<file path="config.mk">
export PLATFORM = sky130hd
export DESIGN_NAME = prog_loader
export DESIGN_NICKNAME = d
export VERILOG_FILES = /design/src/rtl/prog_loader_pkg.sv /design/src/rtl/prog_loader_byte_word_asm.sv /design/src/rtl/prog_loader.sv
export SDC_FILE = /design/constraint.sdc
export NUM_CORES = 1
export LEC_CHECK = 0
export ABC_AREA = 1
export CAP_MARGIN = 20
export CORE_ASPECT_RATIO = 0.5
export CORE_MARGIN = 2
export CORE_UTILIZATION = 45
export CTS_CLUSTER_DIAMETER = 50
export DETAILED_ROUTE_END_ITERATION = 8
export HOLD_SLACK_MARGIN = 0.02
export PLACE_DENSITY = 0.77
export REMOVE_ABC_BUFFERS = 1
export SETUP_SLACK_MARGIN = 0.5
export SYNTH_ARGS = -nofsm -noshare
export SYNTH_HDL_FRONTEND = slang
export SYNTH_SLANG_ARGS = --single-unit
</file>
<file path="constraint.sdc">
create_clock -name clk -period 3.52 [get_ports clk]
set_input_delay 0.704 -clock clk [delete_from_list [all_inputs] [get_ports clk]]
set_output_delay 0.704 -clock clk [all_outputs]
set_load 0.02 [all_outputs]
</file>
<file path="src/rtl/prog_loader_pkg.sv">
// Shared types for prog_loader: FSM states, frame header bytes and error codes.
// PROG_LOADER_CKSUM_EN adds the CKSUM state used for the per-frame checksum byte.
package prog_loader_pkg;

  typedef enum logic [2:0] {
    S_IDLE,
    S_CNT_LO,
    S_CNT_HI,
    S_DATA,
`ifdef PROG_LOADER_CKSUM_EN
    S_CKSUM,
`endif
    S_DONE,
    S_ERR
  } state_t;

  localparam logic [7:0] HDR_IMEM = 8'h49;
  localparam logic [7:0] HDR_DMEM = 8'h44;
  localparam logic [7:0] HDR_GO   = 8'h47;

  localparam logic [1:0] ERR_NONE  = 2'd0;
  localparam logic [1:0] ERR_HDR   = 2'd1;
  localparam logic [1:0] ERR_COUNT = 2'd2;
  localparam logic [1:0] ERR_CKSUM = 2'd3;

endpackage

</file>
<file path="src/rtl/prog_loader_byte_word_asm.sv">
// Little-endian byte-to-word assembler: bytes shift in from the top, the word completes
// on its BYTES-th byte, when word_dat presents the full word combinationally with word_done.
module byte_word_asm #(
  parameter int BYTES = 8
) (
  input  logic                 clk,
  input  logic                 arst_n,
  input  logic                 clr,
  input  logic                 byte_vld,
  input  logic [7:0]           byte_dat,
  output logic [8*BYTES-1:0]   word_dat,
  output logic                 word_done
);

  localparam int W = 8 * BYTES;

  logic [W-9:0] shreg;
  logic [2:0]   cnt;

  assign word_dat  = {byte_dat, shreg};
  assign word_done = byte_vld && (cnt == 3'(BYTES - 1));

  always_ff @(posedge clk or negedge arst_n) begin
    if (!arst_n) begin
      shreg <= '0;
      cnt   <= '0;
    end else if (clr) begin
      cnt <= '0;
    end else if (byte_vld) begin
      shreg <= word_dat[W-1:8];
      cnt   <= word_done ? 3'd0 : cnt + 3'd1;
    end
  end

endmodule

</file>
<file path="src/rtl/prog_loader.sv">
// prog_loader: framed byte-stream loader that writes imem/dmem and then releases the core.
// Optional PROG_LOADER_CKSUM_EN: each I/D frame ends with an XOR checksum of count+payload.
module prog_loader
  import prog_loader_pkg::*;
#(
  parameter int IMEM_DEPTH = 128,
  parameter int DMEM_DEPTH = 128
) (
  input  logic        clk,
  input  logic        arst_n,
  input  logic        s_valid,
  input  logic [7:0]  s_data,
  output logic        s_ready,
  output logic [63:0] addr_ext,
  output logic        wen_ext,
  output logic        ren_ext,
  output logic [31:0] wdata_ext,
  output logic [63:0] addr_ext_2,
  output logic        wen_ext_2,
  output logic        ren_ext_2,
  output logic [63:0] wdata_ext_2,
  output logic        enable,
  output logic        busy,
  output logic [1:0]  err_code
);

  state_t      state;
  logic        sel_dmem;
  logic [7:0]  cnt_lo;
  logic [15:0] word_cnt;
  logic [15:0] word_idx;
  logic        acc;
  logic        in_data;
  logic        i_done;
  logic        d_done;
  logic        word_done;
  logic        last_word;
  logic        overflow;
  logic [15:0] count_in;
  logic [31:0] i_word;
  logic [63:0] d_word;

`ifdef PROG_LOADER_CKSUM_EN
  localparam state_t FRAME_END = S_CKSUM;
  logic [7:0] cksum;
`else
  localparam state_t FRAME_END = S_IDLE;
`endif

  assign s_ready   = (state != S_DONE);
  assign busy      = !(state inside {S_IDLE, S_DONE, S_ERR});
  assign ren_ext   = 1'b0;
  assign ren_ext_2 = 1'b0;
  assign acc       = s_valid && s_ready;
  assign in_data   = acc && (state == S_DATA);
  assign count_in  = {s_data, cnt_lo};
  assign overflow  = sel_dmem ? (int'(count_in) > DMEM_DEPTH) : (int'(count_in) > IMEM_DEPTH);
  assign word_done = sel_dmem ? d_done : i_done;
  assign last_word = (word_idx == word_cnt - 16'd1);

  byte_word_asm #(.BYTES(4)) u_imem_asm (
    .clk       (clk),
    .arst_n    (arst_n),
    .clr       (state != S_DATA),
    .byte_vld  (in_data && !sel_dmem),
    .byte_dat  (s_data),
    .word_dat  (i_word),
    .word_done (i_done)
  );

  byte_word_asm #(.BYTES(8)) u_dmem_asm (
    .clk       (clk),
    .arst_n    (arst_n),
    .clr       (state != S_DATA),
    .byte_vld  (in_data && sel_dmem),
    .byte_dat  (s_data),
    .word_dat  (d_word),
    .word_done (d_done)
  );

  always_ff @(posedge clk or negedge arst_n) begin
    if (!arst_n) begin
      state       <= S_IDLE;
      sel_dmem    <= 1'b0;
      cnt_lo      <= '0;
      word_cnt    <= '0;
      word_idx    <= '0;
      addr_ext    <= '0;
      wen_ext     <= 1'b0;
      wdata_ext   <= '0;
      addr_ext_2  <= '0;
      wen_ext_2   <= 1'b0;
      wdata_ext_2 <= '0;
      enable      <= 1'b0;
      err_code    <= ERR_NONE;
    end else begin
      // Write port outputs are single-cycle pulses and read as zero otherwise.
      wen_ext     <= 1'b0;
      wen_ext_2   <= 1'b0;
      addr_ext    <= '0;
      wdata_ext   <= '0;
      addr_ext_2  <= '0;
      wdata_ext_2 <= '0;
      if (acc) begin
        case (state)
          S_IDLE: begin
            if (s_data == HDR_IMEM || s_data == HDR_DMEM) begin
              sel_dmem <= (s_data == HDR_DMEM);
              state    <= S_CNT_LO;
            end else if (s_data == HDR_GO) begin
              enable <= 1'b1;
              state  <= S_DONE;
            end else begin
              err_code <= ERR_HDR;
              state    <= S_ERR;
            end
          end
          S_CNT_LO: begin
            cnt_lo <= s_data;
            state  <= S_CNT_HI;
          end
          S_CNT_HI: begin
            word_cnt <= count_in;
            word_idx <= '0;
            if (overflow) begin
              err_code <= ERR_COUNT;
              state    <= S_ERR;
            end else if (count_in == 16'd0) begin
              state <= FRAME_END;
            end else begin
              state <= S_DATA;
            end
          end
          S_DATA: begin
            if (word_done) begin
              if (sel_dmem) begin
                wen_ext_2   <= 1'b1;
                addr_ext_2  <= {45'd0, word_idx, 3'd0};
                wdata_ext_2 <= d_word;
              end else begin
                wen_ext   <= 1'b1;
                addr_ext  <= {46'd0, word_idx, 2'd0};
                wdata_ext <= i_word;
              end
              word_idx <= word_idx + 16'd1;
              if (last_word) state <= FRAME_END;
            end
          end
`ifdef PROG_LOADER_CKSUM_EN
          S_CKSUM: begin
            if (s_data == cksum) begin
              state <= S_IDLE;
            end else begin
              err_code <= ERR_CKSUM;
              state    <= S_ERR;
            end
          end
`endif
          default: ;
        endcase
      end
    end
  end

`ifdef PROG_LOADER_CKSUM_EN
  always_ff @(posedge clk or negedge arst_n) begin
    if (!arst_n) begin
      cksum <= '0;
    end else if (acc) begin
      case (state)
        S_CNT_LO:         cksum <= s_data;
        S_CNT_HI, S_DATA: cksum <= cksum ^ s_data;
        default: ;
      endcase
    end
  end
`endif

endmodule

</file>
==> results.md, run 1 <==
* Mean area per synthesized cell at 9.995 µm²
* Final cycle utilization of the critical path at 0.7475
* Number of gates resized after CTS at 0
* Total track usage at 0.1745
* Buffers inserted during post-CTS setup optimization at 0
* Post-synthesis async set-or-reset flop share at 1.000
* Largest net degree at the start of global routing at roughly 110
* Min-delay worst type: primary input to async pin
* First-pass iteration count of the detailed router at 5
* Initial Util at 0.4623
* Worst EP required at 2.82 ns
* Unrepaired setup endpoints after global routing: false
* Number of standard cells after synthesis at 1,118
* CTS Buf Count at 25
* Global placer's final weighted congestion at 0.9033
* Endpoint of the worst-slack reg-to-reg timing path: u_dmem_asm.shreg[28]
* Reg2Reg Launch Point: state[2]
* Kind of start point of the critical path: flop
* Setup crit end kind: output pin
* Layout Nets at ~1.3k
* Max-cap viol count at 0
* Pwr Density at 443.1 nW/µm²
* Die boundary height at 115.4 µm
* Fraction of post-synthesis cell area in the top cell type by area at 0.5890
* Die Width at 226.9 µm
* Count of yosys warnings during synthesis at 0
* Cell types occupying the most area after synthesis: sky130_fd_sc_hd__dfrtp_1, sky130_fd_sc_hd__buf_4, sky130_fd_sc_hd__mux2_2
* Class of the most critical setup path: flop to output pin
* Max-slew violations at 0
* Area of the mapped netlist at 11,170 µm²
* Cell type with the highest aggregate area in the netlist: sky130_fd_sc_hd__dfrtp_1
* Crit path max fanout at 9
* Minimum clock period at between 2 and 3 ns
* CTS tree: done
* Die area at approximately 26,000 µm²
* Placed Cells incl. Taps at 1,562
* Post-route antenna net violation count at 0
* Synth-to-layout area growth at 20.37%
* Clock transition time at the flip-flop clock pins of the worst setup and hold paths at 0.06 ns
* Routed len/inst at about 14 µm
* Cell at the root of the clock tree: sky130_fd_sc_hd__clkbuf_16
* Status: finished clean
* Internal reg-to-reg setup slack at 1.00 ns
* Worst clock skew on the final layout at 0.008899 ns
* Timing-limited maximum frequency at 380.0 MHz
* CTS H-tree lvls at 1
* Worst-Skew Late Latency at 0.52 ns
* Violation count after the first detailed-route iteration at 602
* Leakage power summed over all cells at 7.223 nW
* Vias at 7,622
* Register bit count reported by yosys at 263
* Per-cell via count in the routed design at 4.746
* Setup ws final at 0.8887 ns
* Number of hold violations in the final report at 0
* Critical path data arrival time at between 1.5 and 2 ns
* Antenna Diode Count at 0
* Predominant post-synthesis flop cell: sky130_fd_sc_hd__dfrtp_1
* IO Port Bufs at 145
* DRC violation count after routing at 0
* Worst supply voltage drop on vdd at ~320 µV
* # rows at 40
* Initial antenna violation count at 0
* Floorplan core area at 24,170 µm²
* Final setup vio count at 0
* Number of synthesized flops with an enable pin at 0
* Placement-stage worst setup slack at 0.7485 ns
* Sum of routed wire length over all layers at 22,930 µm
* Sequential-to-total area share from yosys stat at 0.5890
* Final standard cell utilization of the core at 0.5564
* Vias in the first global route at about 7.4k
* Slew at the pin closest to its max-slew limit at slightly above 0.8 ns
* Fill cell total of the finished layout at between 1.5k and 2k
* Clock Sinks at 263
* I/O pin count at between 200 and 250
* Maximum count of clock buffers along a single path at 3
* Logic depth of the worst register-to-register path at 5
* Global-route wire length before repair at 37,020 µm
* Total overflow reported by the global router at 0
* Worst slew margin relative to its limit at 0.4538
* Fraction of layout cells with a size suffix above 1 at 0.09685
* Non-Filler Instances at 1,606
* Hold bufs inserted after CTS at 0
* Count of cell types in the netlist at 38
* Detailed-placement wirelength estimate at 15,740 µm
cell usage in the layout (no fill, tap or decap), drive strengths merged:
cell type      Yosys  layout
dfrtp            263     263
nand2            170     170
inv              149     151
clkdlybuf4s50      0     144
nand3            108     108
conb               1      98
nor2              94      94
mux2              59      59
o21ai             47      47
clkbuf            19      31
nor3              16      16
xor2              15      15
buf              124      11
nand4              9       9
a21oi              9       9
xnor2              9       9
clkinv             0       7
o31ai              6       6
ha                 5       5
nand3b             4       4
bufinv             0       3
nor4               2       2
o22ai              2       2
a21o               1       1
o211ai             1       1
o21bai             1       1
and2               1       1
a311oi             1       1
a31o               1       1
and3               1       1
Yosys cell counts (all sizes together), types with 2 or more instances:
| library cell | count |
|---|---|
| xor2 | 15 |
| nand3 | 108 |
| o31ai | 6 |
| o21ai | 47 |
| inv | 149 |
| buf | 124 |
| nand2 | 170 |
| nand4 | 9 |
| o22ai | 2 |
| clkbuf | 19 |
| nor3 | 16 |
| nor2 | 94 |
| ha | 5 |
| nor4 | 2 |
| mux2 | 59 |
| dfrtp | 263 |
| nand3b | 4 |
| xnor2 | 9 |
| a21oi | 9 |
how the worst max path moves through the flow:
stage / to / slack (ns) / cells past startpoint / from
floorplan: wdata_ext_2[10] / -2.83 / 6 / sel_dmem
global placement: u_dmem_asm.shreg[39] / 0.78 / 5 / s_valid
detailed placement: u_dmem_asm.shreg[20] / 0.75 / 5 / s_valid
CTS: busy / 0.89 / 2 / state[2]
global route: busy / 0.83 / 2 / state[2]
finish: busy / 0.89 / 2 / state[2]
flip-flops by register name, indices dropped and copies added (netlist names):
register,cells
enable,1
addr_ext,16
err_code,2
addr_ext_2,16
u_dmem_asm.shreg,56
wen_ext,1
state,3
u_imem_asm.shreg,24
cnt_lo,8
word_cnt,16
u_imem_asm.cnt,3
wdata_ext,32
word_idx,16
u_dmem_asm.cnt,3
sel_dmem,1
wdata_ext_2,64
wen_ext_2,1
cells by family after synthesis:
| group | count (synthesis) | share of synthesized area |
|---|---|---|
| other cells | 1 | 0.0003356 |
| buf+inv | 292 | 0.1349 |
| xor+xnor | 24 | 0.01881 |
| flops | 263 | 0.5890 |
| simple gates | 405 | 0.1581 |
| fa+ha+maj | 5 | 0.005598 |
| compound gates | 69 | 0.03382 |
| mux | 59 | 0.05946 |
routing by layer:
layer,routed length [µm],GRT usage,up-vias
met2,11840,0.3105,226
li1,-,-,3587
met1,9309,0.2243,3765
met4,476,0.04518,0
met3,1307,0.02992,44
met5,0,0,-
per-stage QoR:
| step | setup TNS (ns) | power, mW | instance area [µm²] | hold WS (ns) |
|---|---|---|---|---|
| after floorplan | -344.09 | 3.215 | 10590 | 0.4084 |
| after global placement | 0 | 3.310 | 12590 | 0.4554 |
| after detailed placement | 0 | 3.315 | 12590 | 0.4593 |
| after CTS | 0 | 6.018 | 13420 | 0.2874 |
| after global routing | 0 | 6.179 | 13450 | 0.3141 |
| final | 0 | 5.960 | 13450 | 0.2518 |
worst max-delay path, cell delays in order, from the launching register on:
cell,delay [ns]
sky130_fd_sc_hd__dfrtp_1,0.48
sky130_fd_sc_hd__o21ai_0,0.26
sky130_fd_sc_hd__clkdlybuf4s50_1,0.67
power breakdown:
part | switching [mW] | leakage [nW] | total [mW] | internal, mW
Combinational | 0.179 | 3.23 | 0.209 | 0.0299
Clock | 1.11 | 0.412 | 2.70 | 1.59
Sequential | 0.00857 | 3.58 | 3.05 | 3.04
layout make-up:
class	count	area (µm²)	area share
Clock inverter	12	150.1	0.01116
Clock buffer	31	678.2	0.05042
Sequential cell	263	6583	0.4894
Inverter	149	559.3	0.04158
Multi-Input combinational cell	660	3458	0.2571
Tap cell	336	420.4	0.03126
Timing Repair Buffer	155	1602	0.1191
Power figures use the tool's default switching activity.
==> inputs of run 2 (changes only) <==
clock period = 2.7 ns   (was 3.52 ns; I/O delays follow)
==> run 2 against run 1 <==
Effect of this change: flip-flop and latch count stayed put; via count is 2.2% higher; sequential power is 30% higher; clock skew is 0.0034 ns lower; worst setup slack worse by 0.36 ns; largest cell class unchanged; critical path type unchanged; global-route usage is 0.51 points higher; largest power group unchanged; cell count is 0.87% higher.
==> results.md, run 2 (synthesized netlist as in run 1, its figures left out) <==
* Max-slew violations at 0 (unchanged)
* CTS tree: done
* Worst EP required at 2.16 ns (-0.66 ns)
* Die boundary height at 115.4 µm (unchanged)
* Crit path max fanout at 6 (-3)
* Internal reg-to-reg setup slack at 0.55 ns (-0.45 ns)
* Maximum count of clock buffers along a single path at 3 (unchanged)
* CTS H-tree lvls at 1 (unchanged)
* Worst-Skew Late Latency at 0.52 ns (about the same)
* Kind of start point of the critical path: flop
* Detailed-placement wirelength estimate at 16,340 µm (+3.8%)
* Synth-to-layout area growth at 21.94%
* Clock Sinks at 263 (unchanged)
* Routed len/inst at 14.66 µm (+2.7%)
* Final setup vio count at 0 (unchanged)
* Setup crit end kind: output pin
* Total overflow reported by the global router at 0 (unchanged)
* Per-cell via count in the routed design at 4.808 (+1.3%)
* Total track usage at 0.1797 (+0.005130)
* Total Neg Setup Slack at 0 ns (unchanged)
* Violation count after the first detailed-route iteration at 756 (+26%)
* Slew at the pin closest to its max-slew limit at 0.8266 ns (+0.007324 ns)
* Worst clock skew on the final layout at 0.005480 ns (-0.003419 ns)
* DRC violation count after routing at 0 (unchanged)
* Max-cap viol count at 0 (unchanged)
* Hold bufs inserted after CTS at 0 (unchanged)
* Class of the most critical setup path: flop to output pin
* CTS Buf Count at 25 (unchanged)
* I/O pin count at 244 (unchanged)
* Fraction of layout cells with a size suffix above 1 at 0.1145 (+0.01764)
* Largest net degree at the start of global routing at 83 (-26%)
* Layout Nets at 1,282 (+0.94%)
* Post-route antenna net violation count at 0 (unchanged)
* Global placer's final weighted congestion at 0.8738 (-3.3%)
* Non-Filler Instances at 1,620 (+0.87%)
* Die Width at 226.9 µm (unchanged)
* Status: finished clean
* Top reg by flops: wdata_ext_2
* Buffers inserted during post-CTS setup optimization at 0 (unchanged)
* Initial Util at 0.4623 (unchanged)
* Initial antenna violation count at 0 (unchanged)
* Highest-count cells in the layout ignoring fill and taps: sky130_fd_sc_hd__dfrtp_1, sky130_fd_sc_hd__nand2_1, sky130_fd_sc_hd__inv_1
* Reg2Reg Launch Point: state[2]
* Final cycle utilization of the critical path at 0.8046
* Global-route wire length before repair at 37,710 µm (+1.9%)
* Critical path data arrival time at 1.63 ns (-0.30 ns)
* Most common cell after layout, fill and taps aside: sky130_fd_sc_hd__dfrtp_1
* Leakage power summed over all cells at 7.329 nW (+1.5%)
* # rows at 40 (unchanged)
* Unrepaired setup endpoints after global routing: true
* Endpoint of the worst-slack reg-to-reg timing path: word_idx[5]
* Registers with the most flip-flops: wdata_ext_2 x64, u_dmem_asm.shreg x56, wdata_ext x32
* Die area at 26,180 µm² (unchanged)
* Clock transition time at the flip-flop clock pins of the worst setup and hold paths at 0.06 ns (about the same)
* Sum of routed wire length over all layers at 23,750 µm (+3.5%)
* First-pass iteration count of the detailed router at 7 (+2)
* Placed Cells incl. Taps at 1,575 (+0.83%)
* Timing-limited maximum frequency at 460.3 MHz
* Flip-flop count of the largest register, all copies and words added at 64 (unchanged)
* Floorplan core area at 24,170 µm² (unchanged)
* Logic depth of the worst register-to-register path at 11 (+6)
* Vias at 7,789 (+2.2%)
* Minimum clock period at 2.172 ns
* Vias in the first global route at 7,507 (+1.4%)
* Worst slew margin relative to its limit at 0.4489 (-0.004883)
* Worst supply voltage drop on vdd at 384.9 µV (+21%)
* Min-delay worst type: primary input to async pin
* IO Port Bufs at 145 (unchanged)
* Number of hold violations in the final report at 0 (unchanged)
* Pwr Density at 590.3 nW/µm² (+33%)
* Antenna Diode Count at 0 (unchanged)
* Cell at the root of the clock tree: sky130_fd_sc_hd__clkbuf_16
## run 2: how the worst max path moves through the flow
stage                     startpoint  slack, ns         endpoint  cells after the start
after floorplan             sel_dmem      -3.65  wdata_ext_2[10]                      6
after global placement       s_valid       0.28      word_idx[5]                     11
after detailed placement     s_valid       0.20      word_idx[5]                     11
after CTS                   state[2]       0.49      word_idx[5]                     11
after global routing        state[2]       0.45      word_idx[5]                     11
final                       state[0]       0.53          s_ready                      3
## run 2: cell type report
| type | instances | area [µm²] |
|---|---|---|
| Timing Repair Buffer | 167 | 1669 |
| Clock buffer | 33 | 705.7 |
| Inverter | 149 | 559.3 |
| Tap cell | 336 | 420.4 |
| Clock inverter | 12 | 195.2 |
| Sequential cell | 263 | 6585 |
| Multi-Input combinational cell | 660 | 3491 |
| Fill cell | 1961 | 10550 |
## run 2: power breakdown
part	total [mW]	switching (mW)	internal (mW)	leakage, nW
logic	0.284	0.238	0.0462	3.31
registers	3.97	0.0115	3.96	3.57
clock network	3.79	1.46	2.32	0.448
## run 2: repair_timing
item                                    in CTS  in global routing
pin swaps                                    0                  1
endpoints found under the setup margin      17                 19
resized for setup                            6                  9
## run 2: worst max-delay path, cell delays in order (launching register included)
cell and delay [ns]:
sky130_fd_sc_hd__dfrtp_2 0.47, sky130_fd_sc_hd__nor2_2 0.23, sky130_fd_sc_hd__nand2_1 0.08, sky130_fd_sc_hd__dlygate4sd2_1 0.34
## run 2: through the flow
step	instance area [µm²]	utilization	setup slack [ns]	hold WS (ns)	total power [mW]
after floorplan	10590	-	-3.650	0.2444	4.191
after global placement	12690	0.5251	0.2798	0.4562	4.324
after detailed placement	12690	0.5251	0.1993	0.4585	4.332
after CTS	13600	0.5626	0.4875	0.02273	8.106
after global routing	13630	0.5637	0.4514	0.05210	8.303
final	13630	0.5637	0.5277	0.007611	8.044
## run 2: per-layer routing
metal	track usage	up-vias	routed length [µm]
met1	0.2273	3829	9623
met2	0.3191	271	11980
met5	0	-	0
met3	0.02865	62	1369
li1	-	3627	-
met4	0.06096	0	777
==> inputs of run 3 (changes only) <==
PLACE_DENSITY = 0.8   (was 0.77)
clock period = 1.83 ns   (was 2.7 ns; I/O delays follow)
==> run 3 against run 2 <==
Effect of this change: the flow now finishes with violations (setup timing); sequential share of layout area shrank 11 points; non-clock buffer count grew 147; first-iteration DRC count grew 71%; sequential power grew 48%; flip-flop and latch count is the same; via count grew 31%; global-route usage grew 4.9 points; combinational power grew 88%; core utilization grew 17 points; wire length grew 94%; total power grew 43%; cell count grew 9.3%; largest power group unchanged.
==> results.md, run 3 (synthesized netlist as in run 1, its figures left out) <==
* Switching power as a share of total power at 0.2441 (+0.03105)
* Class of the most critical setup path: flop to flop
* Critical path origin: word_cnt[8]
* Registers with the most flip-flops: wdata_ext_2 x64, u_dmem_asm.shreg x56, wdata_ext x32
* Buffers and inverters on the worst path at 1 (unchanged)
* Kind of start point of the critical path: flop
* Total design power at 11.53 mW (+43%)
* Kind of cell with the highest combined delay on the critical path: simple AND/OR/NAND/NOR gates
* Post-route antenna net violation count at 0 (unchanged)
* Number of hold violations in the final report at 0 (unchanged)
* # rows at 40 (unchanged)
* Minimum clock period at between 2 and 2.5 ns
* Sequential share of power at 0.510 (+0.016)
* Reported net switching power at 2.815 mW (+64%)
* Global-route wire length before repair at 46,740 µm (+24%)
* Final cycle utilization of the critical path at 1.334
* First-pass iteration count of the detailed router at 6 (-1)
* Violation count after the first detailed-route iteration at 1,292 (+71%)
* Clock power share at 0.444 (-0.027)
* Clock transition time at the flip-flop clock pins of the worst setup and hold paths at 0.07 ns (about the same)
* Vias at 10.21k (+31%)
* Depth of the critical timing path with buffers and inverters included at 14 (+11)
* Placed Cells incl. Taps at 1,632 (+3.6%)
* Failing checks: setup timing
* Worst-Skew Late Latency at 0.54 ns (+0.02 ns)
* Unrepaired setup endpoints after global routing: true
* Per-cell via count in the routed design at 5.767 (+20%)
* Layout Nets at 1,432 (+12%)
* Library cell appearing most often on the critical path: sky130_fd_sc_hd__nand2_1
* Sum of routed wire length over all layers at 46,060 µm (+94%)
* Internal power consumption at 8.715 mW (+38%)
* WHS at 0.3389 ns (+0.3313 ns)
* IO Port Bufs at 145 (unchanged)
* Largest net degree at the start of global routing at 64 (-23%)
* Total Neg Setup Slack at -14.72 ns (-14.72 ns)
* Setup crit end kind: flop
* Worst EP required at 2.25 ns (+0.09 ns)
* Synth-to-layout area growth at 57.72%
* Worst supply voltage drop on vdd at 580.3 µV (+51%)
* Most common cell after layout, fill and taps aside: sky130_fd_sc_hd__dfrtp_1
* Status: finished, violations left
* Fill cell total of the finished layout at 1,189 (-39%)
* Logic depth of the worst register-to-register path at 14 (+3)
* Worst clock skew on the final layout at 0.01883 ns (+0.01335 ns)
* Setup ws final at -0.6107 ns (-1.138 ns)
* Critical path data arrival time at 2.86 ns (+1.23 ns)
* Maximum count of clock buffers along a single path at 3 (unchanged)
* Initial antenna violation count at 1 (+1)
* Timing-limited maximum frequency at between 400 and 500 MHz
* CTS Buf Count at 24 (-4.0%)
* Initial Util at 0.4623 (unchanged)
* Top reg by flops: wdata_ext_2
* Die boundary height at 115.4 µm (unchanged)
* Vias in the first global route at 8,684 (+16%)
* Max-cap viol count at 0 (unchanged)
* Die Width at 226.9 µm (unchanged)
* Flip-flop count of the largest register, all copies and words added at 64 (unchanged)
* Final standard cell utilization of the core at 0.7291 (+0.1654)
* Fraction of layout cells with a size suffix above 1 at 0.5132 (+0.3988)
* Crit path max fanout at 4 (-2)
* CP max-delay cell: sky130_fd_sc_hd__dfrtp_1
* Die area at 26,180 µm² (unchanged)
* Global placer's final weighted congestion at 0.9019 (+3.2%)
* Non-Filler Instances at 1,770 (+9.3%)
* Clock Sinks at 263 (unchanged)
* Slew at the pin closest to its max-slew limit at 0.6146 ns (-0.2121 ns)
* Max incr delay on CP at 0.48 ns (about the same)
* Final setup vio count at 183 (+183)
* Pwr Density at 654.2 nW/µm² (+11%)
* Antenna Diode Count at 0 (unchanged)
* Total overflow reported by the global router at 0 (unchanged)
* Worst slew margin relative to its limit at 0.5888 (+0.1399)
* Floorplan core area at 24,170 µm² (unchanged)
* Min-delay worst type: primary input to async pin
* Cell at the root of the clock tree: sky130_fd_sc_hd__clkbuf_16
* Highest-count cells in the layout ignoring fill and taps: sky130_fd_sc_hd__dfrtp_1, sky130_fd_sc_hd__buf_6, sky130_fd_sc_hd__conb_1
* I/O pin count at 244 (unchanged)
* Detailed-placement wirelength estimate at 17,860 µm (+9.3%)
* Total track usage at 0.2289 (+0.04920)
* Gate power share at 0.046 (+0.011)
* Cells along the critical path: nor2_1 -> nand2_1 -> nor2_1 -> nand3b_1 -> nand2_1 -> nand2_1 -> inv_1 -> nand2_1 -> nor2_1 -> nand2_1 -> nand2_2 -> nand2_2 -> nand2_1 -> nand2_1
* Leakage power summed over all cells at 9.048 nW (+23%)
* CTS H-tree lvls at 1 (unchanged)
* DRC violation count after routing at 0 (unchanged)
* CTS tree: done
* Reg2Reg Launch Point: word_cnt[8]
* Max-slew violations at 0 (unchanged)
* Routed len/inst at 26.02 µm (+78%)
==> run 3: power by group through the flow <==
stage	Clock [mW]	Sequential, mW	Combinational, mW
after floorplan	0	5.97	0.214
after global placement	0	5.97	0.435
after detailed placement	0	5.97	0.447
after CTS	4.93	5.86	0.455
after global routing	5.37	5.88	0.569
final	5.12	5.88	0.533
==> run 3: path summary, 6_finish.rpt <==
path	end	slack, ns
max in group asynchronous	u_imem_asm.shreg[8]	0.84
worst max-delay path	state[1]	-0.61
worst min register to register	u_imem_asm.shreg[7]	0.55
min in group clk	wdata_ext[29]	0.36
worst min-delay path	wdata_ext[16]	0.34
worst max register to register	state[1]	-0.61
==> run 3: layout make-up <==
class	instances	area (µm²)	area share
sequential	263	6593	0.3741
timing repair buffer	314	3910	0.2219
clock inverter	6	33.78	0.001917
inverter	149	581.8	0.03301
tap	336	420.4	0.02385
clock buffer	38	734.5	0.04167
multi-input combinational	662	5326	0.3022
timing repair inverter	2	25.02	0.001420
==> run 3: layer usage <==
layer	global-route usage	part of all wire	up-vias
met4	0.09561	0.077	2
met3	0.03778	0.12	328
met5	0	0.00028	-
met1	0.2944	0.36	5035
li1	-	-	3927
met2	0.3910	0.45	915
==> run 3: through the flow <==
stage | area, µm² | setup WS, ns
2_1_floorplan | 10590 | -4.520
3_3_place_gp | 13200 | -0.2157
3_5_place_dp | 13200 | -0.2546
4_1_cts | 15260 | -0.06033
5_1_grt | 17620 | -0.6346
6_report | 17620 | -0.6107
==> run 3: worst register-to-register path, cell delays in order, from the launching register on <==
cell	delay (ns)
sky130_fd_sc_hd__dfrtp_1	0.48
sky130_fd_sc_hd__nor2_1	0.30
sky130_fd_sc_hd__nand2_1	0.19
sky130_fd_sc_hd__nor2_1	0.28
sky130_fd_sc_hd__nand3b_1	0.12
sky130_fd_sc_hd__nand2_1	0.10
sky130_fd_sc_hd__nand2_1	0.06
sky130_fd_sc_hd__inv_1	0.06
sky130_fd_sc_hd__nand2_1	0.05
sky130_fd_sc_hd__nor2_1	0.10
sky130_fd_sc_hd__nand2_1	0.13
sky130_fd_sc_hd__nand2_2	0.18
sky130_fd_sc_hd__nand2_2	0.10
sky130_fd_sc_hd__nand2_1	0.12
sky130_fd_sc_hd__nand2_1	0.07
==> run 3: timing repair <==
item | 4_1_cts | 5_1_grt
pin swaps | 26 | 62
resized for setup | 984 | 442
setup buffers | 16 | 41
hold endpoints to repair | 32 | 0
endpoints found under the setup margin | 395 | 397
cloned | 12 | 24
hold buffers | 1 | 0
